<file path="config.mk">
export PLATFORM = sky130hd
export DESIGN_NAME = mem_arbiter
export DESIGN_NICKNAME = d
export VERILOG_FILES = /design/src/rtl/mem_arbiter.sv
export SDC_FILE = /design/constraint.sdc
export NUM_CORES = 1
export LEC_CHECK = 0
export CAP_MARGIN = 10
export CORE_ASPECT_RATIO = 1.5
export CORE_UTILIZATION = 46
export CTS_BUF_LIST = sky130_fd_sc_hd__clkbuf_4
export CTS_CLUSTER_SIZE = 16
export DETAILED_ROUTE_END_ITERATION = 7
export GPL_ROUTABILITY_DRIVEN = 0
export PLACE_DENSITY = 0.92
export SETUP_SLACK_MARGIN = 0.05
export SKIP_LAST_GASP = 1
export SYNTH_ARGS = -nofsm -noshare
export SYNTH_HDL_FRONTEND = slang
export SYNTH_SLANG_ARGS = --single-unit
</file>
<file path="constraint.sdc">
create_clock -name i_clk -period 2.8 [get_ports i_clk]
set_clock_uncertainty 0.2 [all_clocks]
set_input_delay 0.56 -clock i_clk [delete_from_list [all_inputs] [get_ports i_clk]]
set_output_delay 0.56 -clock i_clk [all_outputs]
set_load 0.01 [all_outputs]
</file>
<file path="src/rtl/mem_arbiter.sv">
// Arbiter sharing one single-port memory between fetch reads and data loads/stores.
// Optional fetch anti-starvation streak limit enabled by defining MEM_ARB_FAIRNESS_EN.
//
// state   | meaning
// S_IDLE  | no access in flight; arbitrate pending requests
// S_FETCH | instruction read issued, waiting for i_mem_ready
// S_DATA  | load/store issued, waiting for i_mem_ready
// S_RESP  | ack pulse to the owner; forced bubble before next grant
module mem_arbiter #(
  parameter int ADDR_W       = 32,
  parameter int DATA_W       = 32,
  parameter int MAX_D_STREAK = 4
) (
  input  logic              i_clk,
  input  logic              i_rst_n,
  input  logic              i_f_req,
  input  logic [ADDR_W-1:0] i_f_addr,
  output logic              o_f_ack,
  output logic [DATA_W-1:0] o_f_rdata,
  input  logic              i_d_req,
  input  logic              i_d_we,
  input  logic              i_d_byte,
  input  logic [ADDR_W-1:0] i_d_addr,
  input  logic [DATA_W-1:0] i_d_wdata,
  output logic              o_d_ack,
  output logic [DATA_W-1:0] o_d_rdata,
  output logic              o_mem_req,
  output logic              o_mem_we,
  output logic              o_mem_byte,
  output logic [ADDR_W-1:0] o_mem_addr,
  output logic [DATA_W-1:0] o_mem_wdata,
  input  logic              i_mem_ready,
  input  logic [DATA_W-1:0] i_mem_rdata
);

  typedef enum logic [1:0] {S_IDLE, S_FETCH, S_DATA, S_RESP} state_t;

  state_t            r_state;
  state_t            w_next;
  logic              w_grant_d;
  logic              w_grant_f;
  logic              w_fetch_priority;
  logic              r_owner_d;
  logic              r_we;
  logic              r_byte;
  logic [ADDR_W-1:0] r_addr;
  logic [DATA_W-1:0] r_wdata;
  logic [DATA_W-1:0] r_f_rdata;
  logic [DATA_W-1:0] r_d_rdata;
  logic [DATA_W-1:0] w_byte_data;

`ifdef MEM_ARB_FAIRNESS_EN
  localparam int STREAK_W = $clog2(MAX_D_STREAK + 1);
  logic [STREAK_W-1:0] r_streak;

  assign w_fetch_priority = i_f_req && (r_streak == STREAK_W'(MAX_D_STREAK));

  // Streak counts only data grants that actually made a waiting fetch wait.
  always_ff @(posedge i_clk or negedge i_rst_n) begin
    if (!i_rst_n)       r_streak <= '0;
    else if (w_grant_f) r_streak <= '0;
    else if (w_grant_d) r_streak <= i_f_req ? r_streak + 1'b1 : '0;
  end
`else
  assign w_fetch_priority = 1'b0;
`endif

  assign w_grant_d = (r_state == S_IDLE) && i_d_req && !w_fetch_priority;
  assign w_grant_f = (r_state == S_IDLE) && i_f_req && !w_grant_d;

  always_ff @(posedge i_clk or negedge i_rst_n) begin
    if (!i_rst_n) r_state <= S_IDLE;
    else          r_state <= w_next;
  end

  always_comb begin
    w_next = r_state;
    case (r_state)
      S_IDLE: begin
        if (w_grant_d)      w_next = S_DATA;
        else if (w_grant_f) w_next = S_FETCH;
      end
      S_FETCH, S_DATA: if (i_mem_ready) w_next = S_RESP;
      S_RESP:  w_next = S_IDLE;
      default: w_next = S_IDLE;
    endcase
  end

  assign w_byte_data = {{(DATA_W-8){1'b0}}, i_mem_rdata[8*r_addr[1:0] +: 8]};

  always_ff @(posedge i_clk or negedge i_rst_n) begin
    if (!i_rst_n) begin
      r_owner_d <= 1'b0;
      r_we      <= 1'b0;
      r_byte    <= 1'b0;
      r_addr    <= '0;
      r_wdata   <= '0;
      r_f_rdata <= '0;
      r_d_rdata <= '0;
    end else begin
      if (w_grant_d) begin
        r_owner_d <= 1'b1;
        r_we      <= i_d_we;
        r_byte    <= i_d_byte;
        r_addr    <= i_d_addr;
        r_wdata   <= i_d_wdata;
      end else if (w_grant_f) begin
        r_owner_d <= 1'b0;
        r_we      <= 1'b0;
        r_byte    <= 1'b0;
        r_addr    <= i_f_addr;
        r_wdata   <= '0;
      end
      if (r_state == S_FETCH && i_mem_ready) r_f_rdata <= i_mem_rdata;
      // Stores complete without touching the load data register.
      if (r_state == S_DATA && i_mem_ready && !r_we)
        r_d_rdata <= r_byte ? w_byte_data : i_mem_rdata;
    end
  end

  assign o_mem_req   = (r_state == S_FETCH) || (r_state == S_DATA);
  assign o_mem_we    = (r_state == S_DATA) && r_we;
  assign o_mem_byte  = (r_state == S_DATA) && r_byte;
  assign o_mem_addr  = r_addr;
  assign o_mem_wdata = r_wdata;
  assign o_f_ack     = (r_state == S_RESP) && !r_owner_d;
  assign o_d_ack     = (r_state == S_RESP) && r_owner_d;
  assign o_f_rdata   = r_f_rdata;
  assign o_d_rdata   = r_d_rdata;

endmodule

</file>
==> impl_metrics.csv, run 1 <==
group,metric,value,unit
worst_setup_path,startpoint_type,"flip-flop",
clock_network,cts-root-buf,"clkbuf_4",
timing,finalHoldViolCount,0,
outcome,status,"complete, no violations",
global_route,grt_use_total,0.275,
logic_synthesis,syn_area,5810,µm²
global_route,grt_pass1_vias,5366,
floorplanning,rows,49,
power_and_ir_drop,power.leakage,3.95,nW
worst_setup_path,endpoint,"o_f_ack",
logic_synthesis,netlist_instances,527,
clock_network,cts_buffer_depth,2,
floorplanning,start_util,0.479,
clock_network,cts_sinks,133,
clock_network,cts.clk_slew.worst_paths,0.11,ns
logic_synthesis,ys_types,30,
floorplanning,die-width,93.8,µm
worst_setup_path,required,2.04,ns
worst_setup_path,rr_endpoint,"r_state[0]$_DFFE_PN0P_",
floorplanning,die_y,140,µm
clock_network,cts_setup_buffers,0,
floorplanning,die_area,13100,µm²
global_route,grt_antenna_before_repair,1,
worst_setup_path,r2r_cells,7,
timing,drv_slew,0,
timing,setup_viol,0,
logic_synthesis,synth-seq-cells,133,
run,max_cap_violations,0,
worst_setup_path,startpoint,"r_state[1]$_DFFE_PN0P_",
logic_synthesis,synth_enable_flop_cells,0,
placed_design,placed_area,8510,µm²
power_and_ir_drop,powerDensity,1090,nW/µm²
detailed_routing,detail-route-antenna-nets,0,
detailed_routing,routed_wl,17200,µm
power_and_ir_drop,ir_drop,594,µV
final_layout,drive_above_1_share,0.0855,
timing,grt_setup_unrepaired,"false",
detailed_routing,num_vias,5125,
global_route,grt_max_degree,65,
worst_setup_path,r2r-start,"r_state[1]$_DFFE_PN0P_",
detailed_routing,drt-vias-per-instance,5.40,
detailed_routing,first_iter_violations,260,
clock_network,cts_tree,"yes",
timing,max_freq,387,MHz
logic_synthesis,yosysWarningCount,0,
final_layout,layout_commonest_cell,"clkdlybuf4s50_1",
logic_synthesis,synth-seq-area-share,0.573,
worst_hold_path,hold_class,"flip-flop to flip-flop",
final_layout,postLayoutCellArea,8840,µm²
timing,post-route-period-util,0.922,
logic_synthesis,synth.avg_cell_area,11.0,µm²
logic_synthesis,synth_nets,667,
clock_network,cts_made_buffers,17,
placed_design,place_hpwl,13200,µm
final_layout,mostFrequentLayoutCells,"clkdlybuf4s50_1, dfrtp_1, nand2_1, a22o_1, nand3b_1",
floorplanning,io_pins,268,
floorplanning,coreArea,12100,µm²
worst_setup_path,ff2ff_setup_slack,0.73,ns
final_layout,area_growth,52.2,%
timing,tightest_slew,0.916,ns
global_route,grt_remaining_overflow,0,
worst_setup_path,cp_max_fo,4,
logic_synthesis,ys.flop_type,"dfrtp_1",
clock_network,cts_max_level,4,
placed_design,io_buffers,267,
detailed_routing,wire_per_inst,18.1,µm
logic_synthesis,async_reset_ff_frac,1.00,
worst_setup_path,critical_path_class,"flip-flop to primary output",
timing,period_needed,2.58,ns
detailed_routing,drtPass1Iterations,5,
timing,slew_headroom,0.387,
global_route,grt_pass1_wl,27100,µm
worst_hold_path,whs_path_depth,2,
worst_setup_path,worstSetupEndpointType,"primary output",
worst_setup_path,critPathArrivalTime,1.82,ns
detailed_routing,drc,0,
clock_network,worstSkewPairLatency,0.49,ns
timing,setup_tns,0,ns
final_layout,final_nets,922,
-- per-stage QoR --
stage / hold WS, ns / power (mW) / util / worst slack [ns] / instances
final: 0.291 / 9.67 / 0.728 / 0.218 / 949
after global routing: 0.310 / 10.3 / 0.728 / 0.0749 / 949
after CTS: 0.293 / 9.73 / 0.728 / 0.165 / 948
after detailed placement: 0.270 / 8.30 / 0.701 / 0.268 / 915
after floorplan: 0.0644 / 5.67 / - / 1.12 / 527
after global placement: 0.263 / 8.08 / 0.701 / 0.377 / 915
-- synth_stat cells (2+ instances only) --
cell type | number | area [µm²]
mux2i_1 | 2 | 20.0
and2_1 | 4 | 25.0
o21ai_1 | 6 | 30.0
nor2b_1 | 2 | 12.5
clkbuf_1 | 7 | 26.3
mux2_2 | 18 | 203
a22o_1 | 66 | 578
o22ai_1 | 8 | 50.1
ha_1 | 5 | 62.6
nand3b_1 | 33 | 248
a21oi_1 | 2 | 10.0
nor2_1 | 10 | 37.5
buf_2 | 20 | 100
a311oi_1 | 7 | 61.3
buf_4 | 6 | 45.0
buf_6 | 11 | 124
o31ai_1 | 21 | 158
nand2_1 | 121 | 454
dfrtp_1 | 133 | 3330
o21ai_0 | 20 | 100
inv_1 | 16 | 60.1
-- cells by family (layout without fill, tap and decap cells) --
family | after synthesis | count (layout) | share of synthesized area
buffers and inverters | 61 | 329 | 0.0618
other | 0 | 1 | 0
DFF | 133 | 133 | 0.573
adders and majority gates | 5 | 5 | 0.0108
and+or+nand+nor | 173 | 173 | 0.138
muxes | 20 | 20 | 0.0383
AOI/OAI and AO/OA | 135 | 135 | 0.178
-- routing by layer --
| layer | track usage | part of all wire | routed length [µm] |
|---|---|---|---|
| met1 | 0.291 | 0.35 | 5980 |
| met2 | 0.485 | 0.54 | 9200 |
| met3 | 0.0705 | 0.070 | 1210 |
| met4 | 0.155 | 0.046 | 794 |
| met5 | 0 | 0 | 0 |
-- sequential cells by signal, indices dropped and copies added (netlist names) --
register	cells
o_d_rdata	32
r_owner_d	1
o_mem_addr	32
r_we	1
o_f_rdata	32
o_mem_wdata	32
r_state	2
r_byte	1
-- how the worst min path moves through the flow --
stage	startpoint	to	slack, ns
finish	o_f_rdata[14]$_DFFE_PN0P_	o_f_rdata[14]$_DFFE_PN0P_	0.29
global route	i_rst_n	o_mem_wdata[0]$_DFFE_PN0P_	0.31
CTS	o_f_rdata[14]$_DFFE_PN0P_	o_f_rdata[14]$_DFFE_PN0P_	0.29
detailed placement	o_d_rdata[24]$_DFFE_PN0P_	o_d_rdata[24]$_DFFE_PN0P_	0.27
global placement	o_f_rdata[13]$_DFFE_PN0P_	o_f_rdata[13]$_DFFE_PN0P_	0.26
floorplan	i_rst_n	o_d_rdata[0]$_DFFE_PN0P_	0.06
-- layout make-up --
cell class / instances / area, µm²
antenna: 1 / 2.50
timing repair buffer: 280 / 2800
tap: 153 / 191
fill: 796 / 3300
inverter: 17 / 63.8
multi-input combinational: 333 / 2130
clock buffer: 19 / 143
sequential: 133 / 3330
clock inverter: 13 / 180
-- what timing repair did --
item                                    4_1_cts  5_1_grt
resized for setup                             3        0
endpoints found under the hold margin        51        0
endpoints found under the setup margin        3        0
hold buffers                                  1        0
-- power breakdown --
| part | internal (mW) | leakage [nW] | switching (mW) | total [mW] |
|---|---|---|---|---|
| combinational | 2.66 | 2.12 | 2.14 | 4.80 |
| sequential | 2.87 | 1.67 | 0.576 | 3.45 |
| clock | 0.727 | 0.161 | 0.691 | 1.42 |
| total | 6.26 | 3.95 | 3.40 | 9.67 |
-- critical path: stages (launching register included) --
cell,delay [ns]
dfrtp_1,0.42
ha_1,0.21
nor2b_1,0.13
clkdlybuf4s50_1,0.57
No activity file was read; power rests on OpenSTA's default activity.
==> run 2, diff against run 1 <==
--- a/config.mk
+++ b/config.mk
@@ -9,7 +9,6 @@
 export CORE_ASPECT_RATIO = 1.5
 export CORE_UTILIZATION = 46
 export CTS_BUF_LIST = sky130_fd_sc_hd__clkbuf_4
-export CTS_CLUSTER_SIZE = 16
 export DETAILED_ROUTE_END_ITERATION = 7
 export GPL_ROUTABILITY_DRIVEN = 0
 export PLACE_DENSITY = 0.92
==> results of run 2 <==
No change in the layout: final DEF, timing and power equal those of run 1.
==> run 3, diff against run 2 <==
--- a/config.mk
+++ b/config.mk
@@ -7,11 +7,11 @@
 export LEC_CHECK = 0
 export CAP_MARGIN = 10
 export CORE_ASPECT_RATIO = 1.5
-export CORE_UTILIZATION = 46
+export CORE_UTILIZATION = 43
 export CTS_BUF_LIST = sky130_fd_sc_hd__clkbuf_4
 export DETAILED_ROUTE_END_ITERATION = 7
 export GPL_ROUTABILITY_DRIVEN = 0
-export PLACE_DENSITY = 0.92
+export PLACE_DENSITY = 0.87
 export SETUP_SLACK_MARGIN = 0.05
 export SKIP_LAST_GASP = 1
 export SYNTH_ARGS = -nofsm -noshare
==> constraint.sdc (replaced) <==
create_clock -name i_clk -period 2.75 [get_ports i_clk]
set_clock_uncertainty 0.2 [all_clocks]
set_input_delay 0.55 -clock i_clk [delete_from_list [all_inputs] [get_ports i_clk]]
set_output_delay 0.55 -clock i_clk [all_outputs]
set_load 0.01 [all_outputs]
==> run 3 against run 2 <==
  * Sequential cell count unchanged
  * Sequential power grew 1%
  * Wire length down 0.80%
  * Core utilization down 5.6 points
  * Register-to-register slack lost 0.10 ns
  * Critical path type unchanged
  * Critical endpoint unchanged
  * Highest routed layer unchanged
==> impl_metrics.csv, run 3 (synthesized netlist as in run 1, its figures left out) <==
group,metric,value,unit
outcome,status,"complete, no violations",
timing,timing.final.ws_setup,0.192,ns
worst_hold_path,whs_path_depth,3,
worst_setup_path,r2r-start,"r_state[1]$_DFFE_PN0P_",
power_and_ir_drop,seqPwrFrac,0.363,
worst_setup_path,startpoint_type,"flip-flop",
floorplanning,die-width,96.9,µm
floorplanning,die_area,14000,µm²
power_and_ir_drop,swShare,0.358,
final_layout,drive_above_1_share,0.0892,
clock_network,cts_buffer_depth,2,
worst_setup_path,rr_endpoint,"o_mem_wdata[21]$_DFFE_PN0P_",
power_and_ir_drop,powerDensity,1090,nW/µm²
clock_network,worstSkewPairLatency,0.50,ns
worst_hold_path,holdPathEnd,"r_owner_d$_DFFE_PN0P_",
detailed_routing,detail-route-antenna-nets,0,
worst_setup_path,critPathArrivalTime,1.81,ns
timing,setup_viol,0,
final_layout,final_nets,923,
worst_setup_path,required,2.00,ns
clock_network,cts_sinks,133,
final_layout,post-route-util,0.673,
final_layout,fillers,967,
power_and_ir_drop,p_int,6.18,mW
global_route,grt_use_total,0.248,
detailed_routing,drt-vias-per-instance,5.35,
global_route,grt_antenna_before_repair,0,
global_route,grt_max_degree,68,
run,max_cap_violations,0,
floorplanning,coreArea,13100,µm²
power_and_ir_drop,ir_drop,550,µV
floorplanning,die_y,144,µm
final_layout,mostFrequentLayoutCells,"clkdlybuf4s50_1, dfrtp_1, nand2_1, a22o_1, nand3b_1",
final_layout,seqCellArea,3330,µm²
timing,period_needed,2.56,ns
clock_network,cts-root-buf,"clkbuf_4",
worst_setup_path,r2r_cells,5,
timing,grt_setup_unrepaired,"false",
floorplanning,start_util,0.444,
worst_setup_path,ff2ff_setup_slack,0.63,ns
timing,slew_headroom,0.581,
final_layout,area_growth,51.4,%
floorplanning,rows,51,
placed_design,io_buffers,267,
worst_hold_path,hold_class,"input port to flip-flop",
worst_setup_path,cp_max_fo,4,
timing,max_freq,391,MHz
timing,whs,0.282,ns
final_layout,multi_input_area,2130,µm²
timing,post-route-period-util,0.930,
timing,setup_tns,0,ns
timing,drv_slew,0,
timing,tightest_slew,0.628,ns
final_layout,layout_commonest_cell,"clkdlybuf4s50_1",
worst_hold_path,hold_start,"i_d_req",
detailed_routing,num_vias,5118,
power_and_ir_drop,finalPower,9.64,mW
timing,finalHoldViolCount,0,
floorplanning,io_pins,268,
global_route,grt_pass1_wl,26800,µm
global_route,grt_pass1_vias,5223,
detailed_routing,drtPass1Iterations,4,
power_and_ir_drop,combPwrFrac,0.503,
placed_design,place_hpwl,13000,µm
clock_network,cts_max_level,4,
power_and_ir_drop,power_switching,3.45,mW
global_route,grt_remaining_overflow,0,
worst_setup_path,critical_path_class,"flip-flop to primary output",
placed_design,place_ws,0.423,ns
detailed_routing,wire_per_inst,17.8,µm
detailed_routing,drc,0,
detailed_routing,routed_wl,17000,µm
clock_network,cts_tree,"yes",
detailed_routing,first_iter_violations,170,
clock_network,cts.clk_slew.worst_paths,0.10,ns
power_and_ir_drop,power.leakage,3.94,nW
clock_network,cts_made_buffers,17,
worst_setup_path,worstSetupEndpointType,"primary output",
power_and_ir_drop,clkPwrFrac,0.134,
run 3: worst max-delay path by stage:
stage                                start                          end  cells past startpoint
CTS                 r_state[1]$_DFFE_PN0P_                      o_f_ack                      3
global placement                   i_f_req  o_mem_wdata[31]$_DFFE_PN0P_                      4
floorplan               r_byte$_DFFE_PN0P_                   o_mem_byte                      3
global route        r_state[1]$_DFFE_PN0P_                      o_f_ack                      3
finish              r_state[1]$_DFFE_PN0P_                      o_f_ack                      3
detailed placement                 i_f_req  o_mem_wdata[28]$_DFFE_PN0P_                      4
run 3: metrics by stage:
| stage | area [µm²] | instances |
|---|---|---|
| finish | 8800 | 956 |
| CTS | 8790 | 954 |
| global route | 8800 | 955 |
| detailed placement | 8510 | 921 |
| global placement | 8510 | 921 |
| floorplan | 5810 | 527 |
run 3: area by class of cell:
cell class,instances,area share
flip-flops and latches,133,0.378
repair buffers,281,0.318
multi-input cells,333,0.242
well taps,159,0.0226
clock buffers,19,0.0162
clock inverters,13,0.0154
inverters,17,0.00725
diodes,1,0.000284
run 3: worst max-delay path, stage by stage (launching register included):
cell and delay (ns):
dfrtp_1 0.41, ha_1 0.18, nor2b_1 0.14, clkdlybuf4s50_1 0.58
run 3: what timing repair did:
action,4_1_cts,5_1_grt
hold endpoints to repair,38,0
setup buffers,0,1
hold buffers,1,0
resized for setup,3,0
setup endpoints to repair,3,1
pin swaps,0,0
run 3: power groups by stage:
stage / logic (mW) / registers, mW / clock network [mW]
2_1_floorplan: 1.89 / 3.89 / 0
3_3_place_gp: 4.70 / 3.50 / 0
3_5_place_dp: 4.90 / 3.53 / 0
4_1_cts: 4.88 / 3.51 / 1.31
5_1_grt: 5.18 / 3.63 / 1.41
6_report: 4.85 / 3.50 / 1.29
run 3: routing by layer:
metal  up-vias  track usage  share of wire
li1       2369            -              -
met1      2489        0.267           0.37
met2       228        0.454           0.54
met3        32       0.0715          0.062
met4         0        0.102          0.027
met5         -            0              0
